File: config.mk
export PLATFORM = sky130hd
export DESIGN_NAME = kernel_seq_ctrl
export DESIGN_NICKNAME = d
export VERILOG_FILES = /design/src/rtl/kernel_seq_ctrl_pkg.sv /design/src/rtl/kernel_seq_ctrl_delay_line.sv /design/src/rtl/kernel_seq_ctrl.sv
export SDC_FILE = /design/constraint.sdc
export NUM_CORES = 1
export LEC_CHECK = 0
export CORE_ASPECT_RATIO = 2
export CORE_UTILIZATION = 45
export DETAILED_ROUTE_END_ITERATION = 10
export PLACE_DENSITY = 0.7
export REMOVE_ABC_BUFFERS = 1
export SLEW_MARGIN = 15
export SYNTH_ARGS = -nofsm -noshare
export SYNTH_HDL_FRONTEND = slang
export SYNTH_HIERARCHICAL = 1
export SYNTH_SLANG_ARGS = --single-unit
File: constraint.sdc
create_clock -name CLK -period 3.1 [get_ports CLK]
set_input_delay 0.62 -clock CLK [delete_from_list [all_inputs] [get_ports CLK]]
set_output_delay 0.62 -clock CLK [all_outputs]
set_load 0.005 [all_outputs]
File: src/rtl/kernel_seq_ctrl_pkg.sv
// Shared types and defaults for the convolution job sequencer.
package kernel_seq_ctrl_pkg;

  typedef enum logic [1:0] {
    S_IDLE  = 2'd0,
    S_RUN   = 2'd1,
    S_DRAIN = 2'd2,
    S_DONE  = 2'd3
  } state_t;

  localparam int unsigned PIPE_LAT_DEF = 3;

  // Per-chunk flags that travel alongside the data to the accumulator.
  typedef struct packed {
    logic en;
    logic clr;
    logic last;
  } acc_flags_t;

  localparam int unsigned FLAG_W = $bits(acc_flags_t);

endpackage

File: src/rtl/kernel_seq_ctrl_delay_line.sv
// Reset-clearable shift register; output is the input delayed by DEPTH clocks.
module seq_delay_line #(
  parameter int unsigned WIDTH = 1,
  parameter int unsigned DEPTH = 1
) (
  input  logic             clk,
  input  logic             rst,
  input  logic [WIDTH-1:0] din,
  output logic [WIDTH-1:0] dout
);

  logic [WIDTH-1:0] stage_q [DEPTH];

  always_ff @(posedge clk or posedge rst) begin
    if (rst) begin
      for (int i = 0; i < int'(DEPTH); i++) stage_q[i] <= '0;
    end else begin
      stage_q[0] <= din;
      for (int i = 1; i < int'(DEPTH); i++) stage_q[i] <= stage_q[i-1];
    end
  end

  assign dout = stage_q[DEPTH-1];

endmodule

File: src/rtl/kernel_seq_ctrl.sv
// Sequences one convolution job: buffer address generation, accumulator strobes
// aligned to the datapath latency, per-pixel valid and job done.
module kernel_seq_ctrl
  import kernel_seq_ctrl_pkg::*;
#(
  parameter int unsigned ADDR_W   = 12,
  parameter int unsigned CNT_W    = 8,
  parameter int unsigned PIPE_LAT = PIPE_LAT_DEF
) (
  input  logic              CLK,
  input  logic              RST,
  input  logic              i_start,
  input  logic [CNT_W-1:0]  i_nch,
  input  logic [CNT_W-1:0]  i_npix,
  input  logic [ADDR_W-1:0] i_if_base,
  input  logic [ADDR_W-1:0] i_w_base,
  input  logic              i_stall,
  output logic              o_rd_en,
  output logic [ADDR_W-1:0] o_if_addr,
  output logic [ADDR_W-1:0] o_w_addr,
  output logic              o_acc_en,
  output logic              o_acc_clr,
  output logic              o_acc_last,
  output logic              o_out_valid,
  output logic              o_busy,
  output logic              o_done
);

  localparam logic [CNT_W-1:0] DrainLast = CNT_W'(PIPE_LAT);
  localparam logic [CNT_W-1:0] One       = CNT_W'(1);

  state_t            state;
  logic [CNT_W-1:0]  nch_q, npix_q, ch_q, pix_q, drain_q;
  logic [ADDR_W-1:0] w_base_q, if_addr_q, w_addr_q;
  logic              busy_q, done_q, out_valid_q;
  logic              issue, ch_last, pix_last;
  acc_flags_t        issue_flags, acc_flags;

  assign issue    = (state == S_RUN) && !i_stall;
  assign ch_last  = (ch_q == nch_q - One);
  assign pix_last = (pix_q == npix_q - One);

  // Flags of a stalled cycle are zero so bubbles carry no clr/last.
  always_comb begin
    issue_flags      = '0;
    issue_flags.en   = issue;
    issue_flags.clr  = issue && (ch_q == '0);
    issue_flags.last = issue && ch_last;
  end

  always_ff @(posedge CLK or posedge RST) begin
    if (RST) begin
      state     <= S_IDLE;
      nch_q     <= '0;
      npix_q    <= '0;
      ch_q      <= '0;
      pix_q     <= '0;
      drain_q   <= '0;
      w_base_q  <= '0;
      if_addr_q <= '0;
      w_addr_q  <= '0;
      busy_q    <= 1'b0;
      done_q    <= 1'b0;
    end else begin
      done_q <= 1'b0;
      case (state)
        S_IDLE: begin
          if (i_start) begin
            nch_q     <= i_nch;
            npix_q    <= i_npix;
            ch_q      <= '0;
            pix_q     <= '0;
            drain_q   <= '0;
            w_base_q  <= i_w_base;
            if_addr_q <= i_if_base;
            w_addr_q  <= i_w_base;
            busy_q    <= 1'b1;
            if (i_nch == '0 || i_npix == '0) begin
              state  <= S_DONE;
              done_q <= 1'b1;
            end else begin
              state <= S_RUN;
            end
          end
        end
        S_RUN: begin
          if (!i_stall) begin
            if_addr_q <= if_addr_q + ADDR_W'(1);
            if (ch_last) begin
              ch_q     <= '0;
              pix_q    <= pix_q + One;
              w_addr_q <= w_base_q;
              if (pix_last) begin
                state   <= S_DRAIN;
                drain_q <= '0;
              end
            end else begin
              ch_q     <= ch_q + One;
              w_addr_q <= w_addr_q + ADDR_W'(1);
            end
          end
        end
        // Wait until the final out_valid has been presented.
        S_DRAIN: begin
          if (drain_q == DrainLast) begin
            state  <= S_DONE;
            done_q <= 1'b1;
          end else begin
            drain_q <= drain_q + One;
          end
        end
        S_DONE: begin
          state  <= S_IDLE;
          busy_q <= 1'b0;
        end
        default: state <= S_IDLE;
      endcase
    end
  end

  seq_delay_line #(
    .WIDTH (FLAG_W),
    .DEPTH (PIPE_LAT)
  ) u_flag_pipe (
    .clk  (CLK),
    .rst  (RST),
    .din  (issue_flags),
    .dout (acc_flags)
  );

  always_ff @(posedge CLK or posedge RST) begin
    if (RST) out_valid_q <= 1'b0;
    else     out_valid_q <= acc_flags.last;
  end

  assign o_rd_en     = issue;
  assign o_if_addr   = if_addr_q;
  assign o_w_addr    = w_addr_q;
  assign o_acc_en    = acc_flags.en;
  assign o_acc_clr   = acc_flags.clr;
  assign o_acc_last  = acc_flags.last;
  assign o_out_valid = out_valid_q;
  assign o_busy      = busy_q;
  assign o_done      = done_q;

endmodule

==> key figures <==
Power and ir drop
  • Sequential fraction of design power: 34.9%
  • Internal: between 3 and 4 mW
  • Power Density: roughly 950 nW/µm²
  • Leak Pwr: 2.66 nW
  • Clk pwr share: 18.5%
  • Worst vdd ir: 0.000470 V
  • Sw frac: 39.6%
  • Pwr Total: between 5 and 6 mW
  • Gate power share: between 40% and 50%
  • Psw: 2.34 mW

Placed design
  • Placed insts: 719
  • Final HPWL from detailed placement: just under 10 mm
  • # port buffers: 74
  • GP Congestion: 0.840
  • Placed cell area: 5930 µm²

Worst setup path
  • Cell depth of the worst setup path: 10
  • CP endpoint kind: flip-flop
  • Buf/Inv on CP: 2
  • Worst-path fanout max: 8
  • CP Cell Sequence: inv_1 > ha_1 > o21ba_1 > a221oi_1 > a41oi_1 > nor4_4 > buf_4 > a41oi_4 > or4_4 > o31ai_1
  • Crit-path slowest cell: or4_4
  • Worst R2R End: drain_q[4]
  • RR Startpoint: nch_q[0]
  • Flop-to-flop setup slack: 0.28 ns
  • Crit-path leading delay family: compound AO/OA/AOI/OAI gates
  • Slowest stage delay, CP: 0.57 ns
  • Required time worst endpoint: 3.35 ns
  • Critical path arrival: around 3 ns
  • Worst R2R Path Depth: 10
  • CP Launch Type: flip-flop
  • CP Class: flip-flop to flip-flop

Timing
  • Final-report setup violation count: 0
  • Relative slew slack: 53.5%
  • Pin slew with the least headroom to its limit: 0.695 ns
  • Clock skew: 0.00714 ns
  • RSZ-0062 raised after global routing: false
  • Fin. max-slew vios: 0
  • Final Hold Vio Count: 0
  • Hold slack: 0.344 ns
  • Final period util: 91.0%
  • Setup TNS: 0 ns
  • Fin crit period: 2.82 ns
  • Fmax: 354 MHz

Global routing
  • Gr usage total: 24.7%
  • Number of global-route vias before repair: between 4,000 and 5,000
  • Total gr overflow: 0
  • Largest net degree at the start of global routing: 39
  • Initial antenna violation count: 0
  • First-pass GRT wire length: 22.1 mm

Clock network
  • Total CTS buffers: 9
  • Sink Count: 90
  • # hold bufs at CTS: 0
  • Root buffer cell: clkbuf_16
  • H-tree lvl count: 3
  • Postcts setup bufs: 0
  • CTS tree: done
  • Worst skew pair latency: 0.35 ns
  • Post-cts resize count: 0
  • Worst-path clk slew: roughly 0.06 ns
  • Clock Path Buffers: 2

Cells and area
  • Final net count: around 650
  • Ant. Diodes: 0
  • Share of cells above drive strength 1: 12.3%
  • Layout area overhead: 25.1%
  • FILL cells: between 900 and 1,000
  • Post-route cell area: between 6000 and 7000 µm²
  • Fin cells: 733

Drt
  • Average vias per placed instance: ~5.9
  • Antenna Violating Nets Remaining: 0
  • Routed Wire Length: 13.4 mm
  • Vias: approximately 4,300
  • Detailed-router iteration count before antenna repair: 5
  • Drt drc: 0
  • Routed len/inst: 18.3 µm
  • DR iter-0 viols: 210

Floorplan
  • Rows: 54
  • I/O pin count: 75
  • Die Ht: approximately 150 µm
  • Die area: 11,500 µm²
  • Initial Util: 46.1%
  • Die X: 76.4 µm
  • Core area: roughly 11,000 µm²

Logic synthesis
  • Netlist cell types: 54
  • Flops & latches, synth: 90
  • Synth Flop Type: dfrtp_1
  • Cell Area, Synth: 4980 µm²
  • Syn. warnings: 6
  • Seq/Total Area, Yosys: 45.2%
  • EDFF count, synth: 0
  • Top cells by area, synth: dfrtp_1 (45%), mux2_2 (6.3%), o21ai_0 (3.7%)
  • Post-synth ARST share: 100%
  • Synth Instances: 514
  • Syn avg cell area: 9.69 µm²
  • Top cell type by total area after synthesis: dfrtp_1
  • Count leader, synth: dfrtp_1
  • Yosys top cell area share: between 40 and 50%
  • Post-synth top cells: dfrtp_1 (90), nand2_1 (46), o21ai_0 (37)

Run status
  • Status: complete, no violations

Hold path
  • Hold Startpoint: u_flag_pipe/stage_q[7]
  • Hold endpoint: u_flag_pipe/stage_q[4]
  • HP Class: flip-flop to flip-flop
  • Worst hold path depth: 0

Flow run
  • Max cap viols: 0
-- sequential cells by signal, summed over array words and instances, names as in the netlist --
name and flops:
o_busy 1, ch_q 8, u_flag_pipe/dout 3, state 2
u_flag_pipe/stage_q 6, npix_q 8, nch_q 8, o_out_valid 1
o_if_addr 12, o_w_addr 12, pix_q 8, o_done 1
w_base_q 12, drain_q 8
-- power groups by stage --
stage	registers, mW	logic (mW)	clock network, mW
2_1_floorplan	1.97	1.70	0
3_3_place_gp	2.07	2.65	0
3_5_place_dp	2.08	2.73	0
4_1_cts	2.06	2.75	1.12
5_1_grt	2.13	3.03	1.17
6_report	2.07	2.75	1.10
-- worst max path at each step --
| stage | from | end | slack [ns] |
|---|---|---|---|
| final | nch_q[0] | drain_q[4] | 0.28 |
| after global routing | nch_q[1] | drain_q[4] | 0.03 |
| after CTS | nch_q[0] | drain_q[4] | 0.11 |
| after detailed placement | nch_q[0] | drain_q[6] | 0.15 |
| after global placement | nch_q[0] | drain_q[4] | 0.27 |
| after floorplan | nch_q[0] | pix_q[7] | 0.25 |
-- kinds of logic after synthesis --
logic type / Yosys count / synth area share [%]
and+or+nand+nor: 174 / 17.9
DFF: 90 / 45.2
xor gates and xnor gates: 26 / 4.57
AOI/OAI and AO/OA: 127 / 16.6
buffers and inverters: 43 / 3.54
adders and majority gates: 12 / 3.01
muxes: 42 / 9.15
-- through the flow --
stage               setup slack, ns  util (%)
finish                        0.279      57.6
global route                 0.0341      57.6
CTS                           0.110      57.5
detailed placement            0.151      54.8
global placement              0.270      54.8
floorplan                     0.253         -
-- layout by cell type, fill, tap and decap left out, types with 9 or more instances in the layout --
master	n
clkdlybuf4s50_1	74
xor2_1	13
nand2_1	46
mux2_2	28
dfrtp_1	89
xnor2_1	13
a21oi_1	29
buf_4	17
inv_1	15
o21ai_0	37
o31ai_1	9
nor2_1	36
nand3_1	26
nor3_1	11
mux2i_1	14
ha_1	12
clkbuf_16	9
-- metal layers --
layer / up-vias / GRT usage, % / part of all wire, %
met1: 2119 / 25.7 / 36
li1: 2021 / - / -
met2: 150 / 46.0 / 56
met3: 44 / 3.92 / 3.9
met5: - / 0 / 0
met4: 0 / 15.4 / 4.2
-- final cells by class --
type | count | area, µm² | share of cell area [%]
timing repair buffer | 92 | 888 | 14.3
multi-input combinational | 381 | 2560 | 41.1
clock inverter | 3 | 40.0 | 0.643
clock buffer | 11 | 253 | 4.06
tap | 140 | 175 | 2.81
sequential | 90 | 2250 | 36.2
inverter | 16 | 60.1 | 0.964
Note: power is estimated with default switching activity, not from simulation.
==> patch 1 (same settings) <==
Encoding of `state_t`: now Gray code (2 bits for 4 states).
--- a/src/rtl/kernel_seq_ctrl_pkg.sv
+++ b/src/rtl/kernel_seq_ctrl_pkg.sv
@@ -3,8 +3,8 @@
 
   typedef enum logic [1:0] {
-    S_IDLE  = 2'd0,
-    S_RUN   = 2'd1,
-    S_DRAIN = 2'd2,
-    S_DONE  = 2'd3
+    S_IDLE  = 2'b00,
+    S_RUN   = 2'b01,
+    S_DRAIN = 2'b11,
+    S_DONE  = 2'b10
   } state_t;
 
Formal check against the unedited RTL: same outputs for any inputs over 4 cycles, from zero or initial values and one cycle with RST high; so few cycles prove little.
==> patch 1 against the unedited design <==
  * Setup slack gained 0.019 ns
  * Routed wire length shrank 2.0%
  * Register-to-register slack gained 0.03 ns
  * Area after synthesis grew 2.6%
  * Sequential cell count is the same
  * Die area grew 2.6%
  * Design area grew 2.3%
Power is not compared: it rests on default switching activity, and its combinational part moved more than twofold at a synthesized area within 25%.
==> patch 1: results (changes against the unedited design) <==
The routing usage on met2 is 0.4324 (-0.02800). The net count reported at finish is 656 (+1.5%), and the slack of the worst reg-to-reg path is 0.31 ns (+0.03 ns). The layout buffer count excluding clock buffers was 93 (+1.1%).

The run gives 972 (+2.3%) as the count of filler cells inserted in the layout. The run finished with clean final reports. The tools report the total number of multi-input combinational cells as 387 (+1.6%).

The count of buffers added by post-CTS timing repair for setup is 0 (unchanged), and the total number of vias is 4,353 (+0.44%). The depth of the most critical reg-to-reg path came out at 9 (-1). The logs give 729 (+1.4%) for the count of placed standard cells including taps and 0.2376 (-0.009850) for the overall fraction of global-route tracks in use. Critical path endpoint: o_rd_en. The final estimated routing congestion in global placement is 0.8783 (+4.6%).

The DRC violation total after the first TritonRoute iteration came out at 265 (+26%). The register fraction of the total cell area was 0.3534 (-0.008366). Ratio of cells with drive above 1 in the final layout: 0.1372 (+0.01409). First element of the critical path: state[1]. Inverter count of the layout excluding clock inverters: 19 (+3).

The tools report the placement-stage worst setup slack as 0.1252 ns (-0.02528 ns). For the unique cell type count in the Yosys netlist, the log shows 71 (+31%). The mean area per synthesized cell was 9.733 µm² (+0.46%); the routed length on met3 was 447 µm (-15%).

The detailed-routing iteration count for the pre-antenna-repair pass was 4 (-1); the tightest hold margin was 0.3494 ns (+0.005213 ns). The tools report the met1 usage as 0.2567 (-0.0003743). The commonest cells after synthesis are sky130_fd_sc_hd__dfrtp_1, sky130_fd_sc_hd__nand2_1, sky130_fd_sc_hd__o21ai_0, sky130_fd_sc_hd__a21oi_1, sky130_fd_sc_hd__nor2_1. In this run the critical register-to-register path is captured at drain_q[6]. The half-perimeter wire length of the detailed placement result was 9596 µm (-1.6%).

Primary flip-flop cell chosen by synthesis mapping: sky130_fd_sc_hd__dfrtp_1. The measured slew at the worst slew-check pin is 0.6101 ns (-0.08526 ns), and the total wirelength of the detailed-routed design is 13,140 µm (-2.0%). The placed cell area is 6045 µm² (+2.0%). The fraction of cell area in non-clock buffers was 0.1406 (-0.002043). The tools report the launch point of the worst hold path as u_flag_pipe/stage_q[4]. The routed wire length on met2 came out at 7267 µm (-2.4%). The tools report the sequential element share of the synthesized area as 0.4407 (-0.01152). Startpoint of the most critical register-to-register path: npix_q[0]. The clock network area share is 0.05144 (+0.004436). The total number of sequential cells is 90 (unchanged), and the static power due to leakage is 2.739 nW.

The clock buffer instance count of the final layout was 10 (-1); the final cell count without fillers was 745 (+1.6%). The met1 routed wirelength after detailed routing was 4966 µm (+1.7%); the area of combinational cells with multiple inputs was 2649 µm² (+3.5%). The critical path data arrival time is 2.18 ns (-0.89 ns), and the synthesis-to-finish area growth is 24.71%. By area the synthesized netlist is led by sky130_fd_sc_hd__dfrtp_1, sky130_fd_sc_hd__mux2_2, sky130_fd_sc_hd__o21ai_0.

The maximum operating frequency came out at 356.8 MHz (+0.66%). The count of input and output buffers was 74 (unchanged). The tools report the critical path endpoint category as an output pin.
-- patch 1: cell count changes after synthesis, sizes merged, moves of 5 or more --
cell	change
buf	+7
and3	+8
clkbuf	-5
a21oi	+8
mux2i	-10
nand2	-9
o21ai	+12
o2bb2ai	+5
-- patch 1: kinds of logic (layout without fill, tap and decap cells) --
logic type | count (synthesis) | count (layout) | synth area share
compound gates | 148 | 148 | 0.1991
simple gates | 170 | 170 | 0.1739
flops | 90 | 90 | 0.4407
fa+ha+maj | 12 | 12 | 0.02938
xor+xnor | 22 | 22 | 0.03771
mux | 35 | 35 | 0.07688
buf+inv | 48 | 128 | 0.04236
-- patch 1: critical path: stages (launching register included) --
cell,delay [ns]
sky130_fd_sc_hd__dfrtp_1,0.41
sky130_fd_sc_hd__inv_1,0.11
sky130_fd_sc_hd__ha_1,0.38
sky130_fd_sc_hd__clkinv_1,0.16
sky130_fd_sc_hd__nor2_1,0.23
sky130_fd_sc_hd__clkdlybuf4s50_1,0.54
==> patch 2 (config.mk and constraints unchanged) <==
Made on the original files. `CNT_W`: 8 -> 10.
--- a/src/rtl/kernel_seq_ctrl.sv
+++ b/src/rtl/kernel_seq_ctrl.sv
@@ -5,5 +5,5 @@
 #(
   parameter int unsigned ADDR_W   = 12,
-  parameter int unsigned CNT_W    = 8,
+  parameter int unsigned CNT_W    = 10,
   parameter int unsigned PIPE_LAT = PIPE_LAT_DEF
 ) (
Interface: changed (resized i_nch and i_npix); port bits go from 75 to 79. No check against the original RTL was run, so the function may have changed too.
==> patch 2 against the unedited design <==
  * Sequential share of layout area is 0.39 points lower
  * First-iteration DRC count up 10%
  * Design area up 12%
  * Hold slack improved by 0.0067 ns
  * Area after synthesis increased by 14%
  * Critical path type unchanged
  * Routed wire length grew 4.9%
  * Setup slack got worse by 0.15 ns
  * Clock skew grew 0.0017 ns
  * Sequential cell count rose by 10
  * Non-clock buffer count increased by 4
  * Largest cell class unchanged
Power is not compared: it rests on default switching activity, and its combinational part moved more than twofold at a synthesized area within 25%.
==> patch 2: results (changes against the unedited design) <==
Depth of the most critical reg-to-reg path: 9 (-1). The relative slew slack was 0.5392 (+0.003822). The logs give 92 (+140%) for the maximum number of pins on one net before global-route repair and 14,070 µm (+4.9%) for the total wirelength of the detailed-routed design. The class of the most critical setup path is reg2reg. The flow ran to the end, and the final reports show no timing, DRC or antenna violations.

The total clock buffers created by CTS was 9 (unchanged). The worst vdd rail ir drop is 0.3701 mV, and the final estimated routing congestion in global placement is 0.9110 (+8.5%). The tools report the maximum number of buffers from clock root to sink as 2 (unchanged).

The slack of the worst reg-to-reg path was 0.13 ns (-0.15 ns). The run gives 22,870 µm (+3.3%) as the first-pass GRT wire length. Count of placed standard cells including taps: 794 (+10%). The detailed-routing iteration count for the pre-antenna-repair pass was 5 (unchanged); the placement-stage worst setup slack was 0.1022 ns (-0.04826 ns). The placed cell area is 6578 µm² (+11%).

The endpoint identified for the worst register-to-register timing path is drain_q[9]. For the sequential element share of the synthesized area, the log shows 0.4410 (-0.01125). The post-route clock period utilization was 0.9589 (+0.04879). For the net count reported at finish, the log shows 725 (+12%). The mean area per synthesized cell was 9.553 µm² (-1.4%); the via-per-instance ratio was 5.878 (-0.59%). The count of input and output buffers is 78 (+5.4%), and the overall fraction of global-route tracks in use is 0.2266 (-0.02078). The tools report the startpoint of the most critical register-to-register path as nch_q[2]. The DRC violation total after the first TritonRoute iteration is 232 (+10%), and the half-perimeter wire length of the detailed placement result is 9813 µm (+0.65%). Clock latency at the later pin of the worst-skew pair: 0.35 ns (about the same). Ranked by total cell area, the synthesized netlist is headed by sky130_fd_sc_hd__dfrtp_1, sky130_fd_sc_hd__mux2_2, sky130_fd_sc_hd__o21ai_0. For the worst clock skew, the log shows 0.008813 ns (+0.001674 ns).

The highest fanout seen on the critical path works out to 7 (-1). The final cell count without fillers is 817 (+11%). The ratio of cells with drive above 1 in the final layout came out at 0.1343 (+0.01123). The run gives 3.21 ns (+0.14 ns) as the critical path data arrival time. Number of warnings printed during yosys synthesis: 6 (unchanged). The number of global-route vias before repair was 4,752 (+3.9%). The unique cell type count in the Yosys netlist was 62 (+15%); the share of synthesized registers carrying an async set or reset was 1.000 (unchanged).

The commonest cells after synthesis are sky130_fd_sc_hd__dfrtp_1, sky130_fd_sc_hd__nand2_1, sky130_fd_sc_hd__o21ai_0, sky130_fd_sc_hd__nor2_1. After clock tree synthesis, the clock-pin slew on the worst setup and hold paths is 0.07 ns.
==> patch 2: cell count changes after synthesis, sizes merged, moves of 6 or more <==
cell    delta
clkbuf     +9
o31ai     +10
xnor2     +11
inv        +8
xor2       -8
o22ai      +8
dfrtp     +10
a21oi      -6
==> patch 2: power by group <==
part | internal, mW | leakage [nW] | total (mW) | switching (mW)
Sequential | 1.39 | 1.34 | 1.54 | 0.148
Combinational | 0.273 | 1.60 | 0.478 | 0.205
Clock | 0.717 | 0.154 | 1.24 | 0.525
Total | 2.38 | 3.09 | 3.26 | 0.878
==> patch 2: kinds of logic after synthesis <==
| kind of cell | count (synthesis) | synth area share |
|---|---|---|
| simple gates | 196 | 0.1757 |
| mux | 44 | 0.08445 |
| flops | 100 | 0.4410 |
| xor+xnor | 30 | 0.04895 |
| buf+inv | 61 | 0.04542 |
| fa+ha+maj | 12 | 0.02646 |
| compound gates | 151 | 0.1780 |
==> patch 2: worst min-delay path by stage <==
stage                            from                      to  slack (ns)  depth (start not counted)
3_5_place_dp   u_flag_pipe/stage_q[3]     u_flag_pipe/dout[0]        0.33                          0
6_report       u_flag_pipe/stage_q[7]  u_flag_pipe/stage_q[4]        0.35                          0
3_3_place_gp   u_flag_pipe/stage_q[3]     u_flag_pipe/dout[0]        0.33                          0
4_1_cts        u_flag_pipe/stage_q[7]  u_flag_pipe/stage_q[4]        0.35                          0
5_1_grt        u_flag_pipe/stage_q[7]  u_flag_pipe/stage_q[4]        0.36                          0
2_1_floorplan  u_flag_pipe/stage_q[3]     u_flag_pipe/dout[0]        0.33                          0
==> patch 2: timing repair <==
action / in CTS / in global routing
buffers inserted: 0 / 6
gates resized for setup: 0 / 7
setup endpoints to repair: 0 / 16
==> patch 2: worst max-delay path, stage by stage, from the launching register on <==
cell	delay, ns
sky130_fd_sc_hd__dfrtp_1	0.44
sky130_fd_sc_hd__nor3_1	0.48
sky130_fd_sc_hd__nand3_1	0.18
sky130_fd_sc_hd__o31ai_1	0.32
sky130_fd_sc_hd__o2111ai_2	0.21
sky130_fd_sc_hd__buf_4	0.22
sky130_fd_sc_hd__o41a_4	0.53
sky130_fd_sc_hd__buf_4	0.16
sky130_fd_sc_hd__o31ai_1	0.20
sky130_fd_sc_hd__o41ai_1	0.11
==> patch 2: area by class of cell <==
class	instances	area, µm²
clock buffer	10	229.0
clock inverter	6	93.84
fill	1049	5202
inverter	24	91.34
multi-input combinational	434	2960
sequential	100	2502
tap	147	183.9
timing repair buffer	96	932.1
==> patch 2: metal layers <==
metal,up-vias,routed length [µm],track usage
met5,-,0,0
met4,0,269,0.1006
met3,24,535,0.03523
met2,129,7572,0.4019
met1,2341,5688,0.2575
li1,2308,-,-
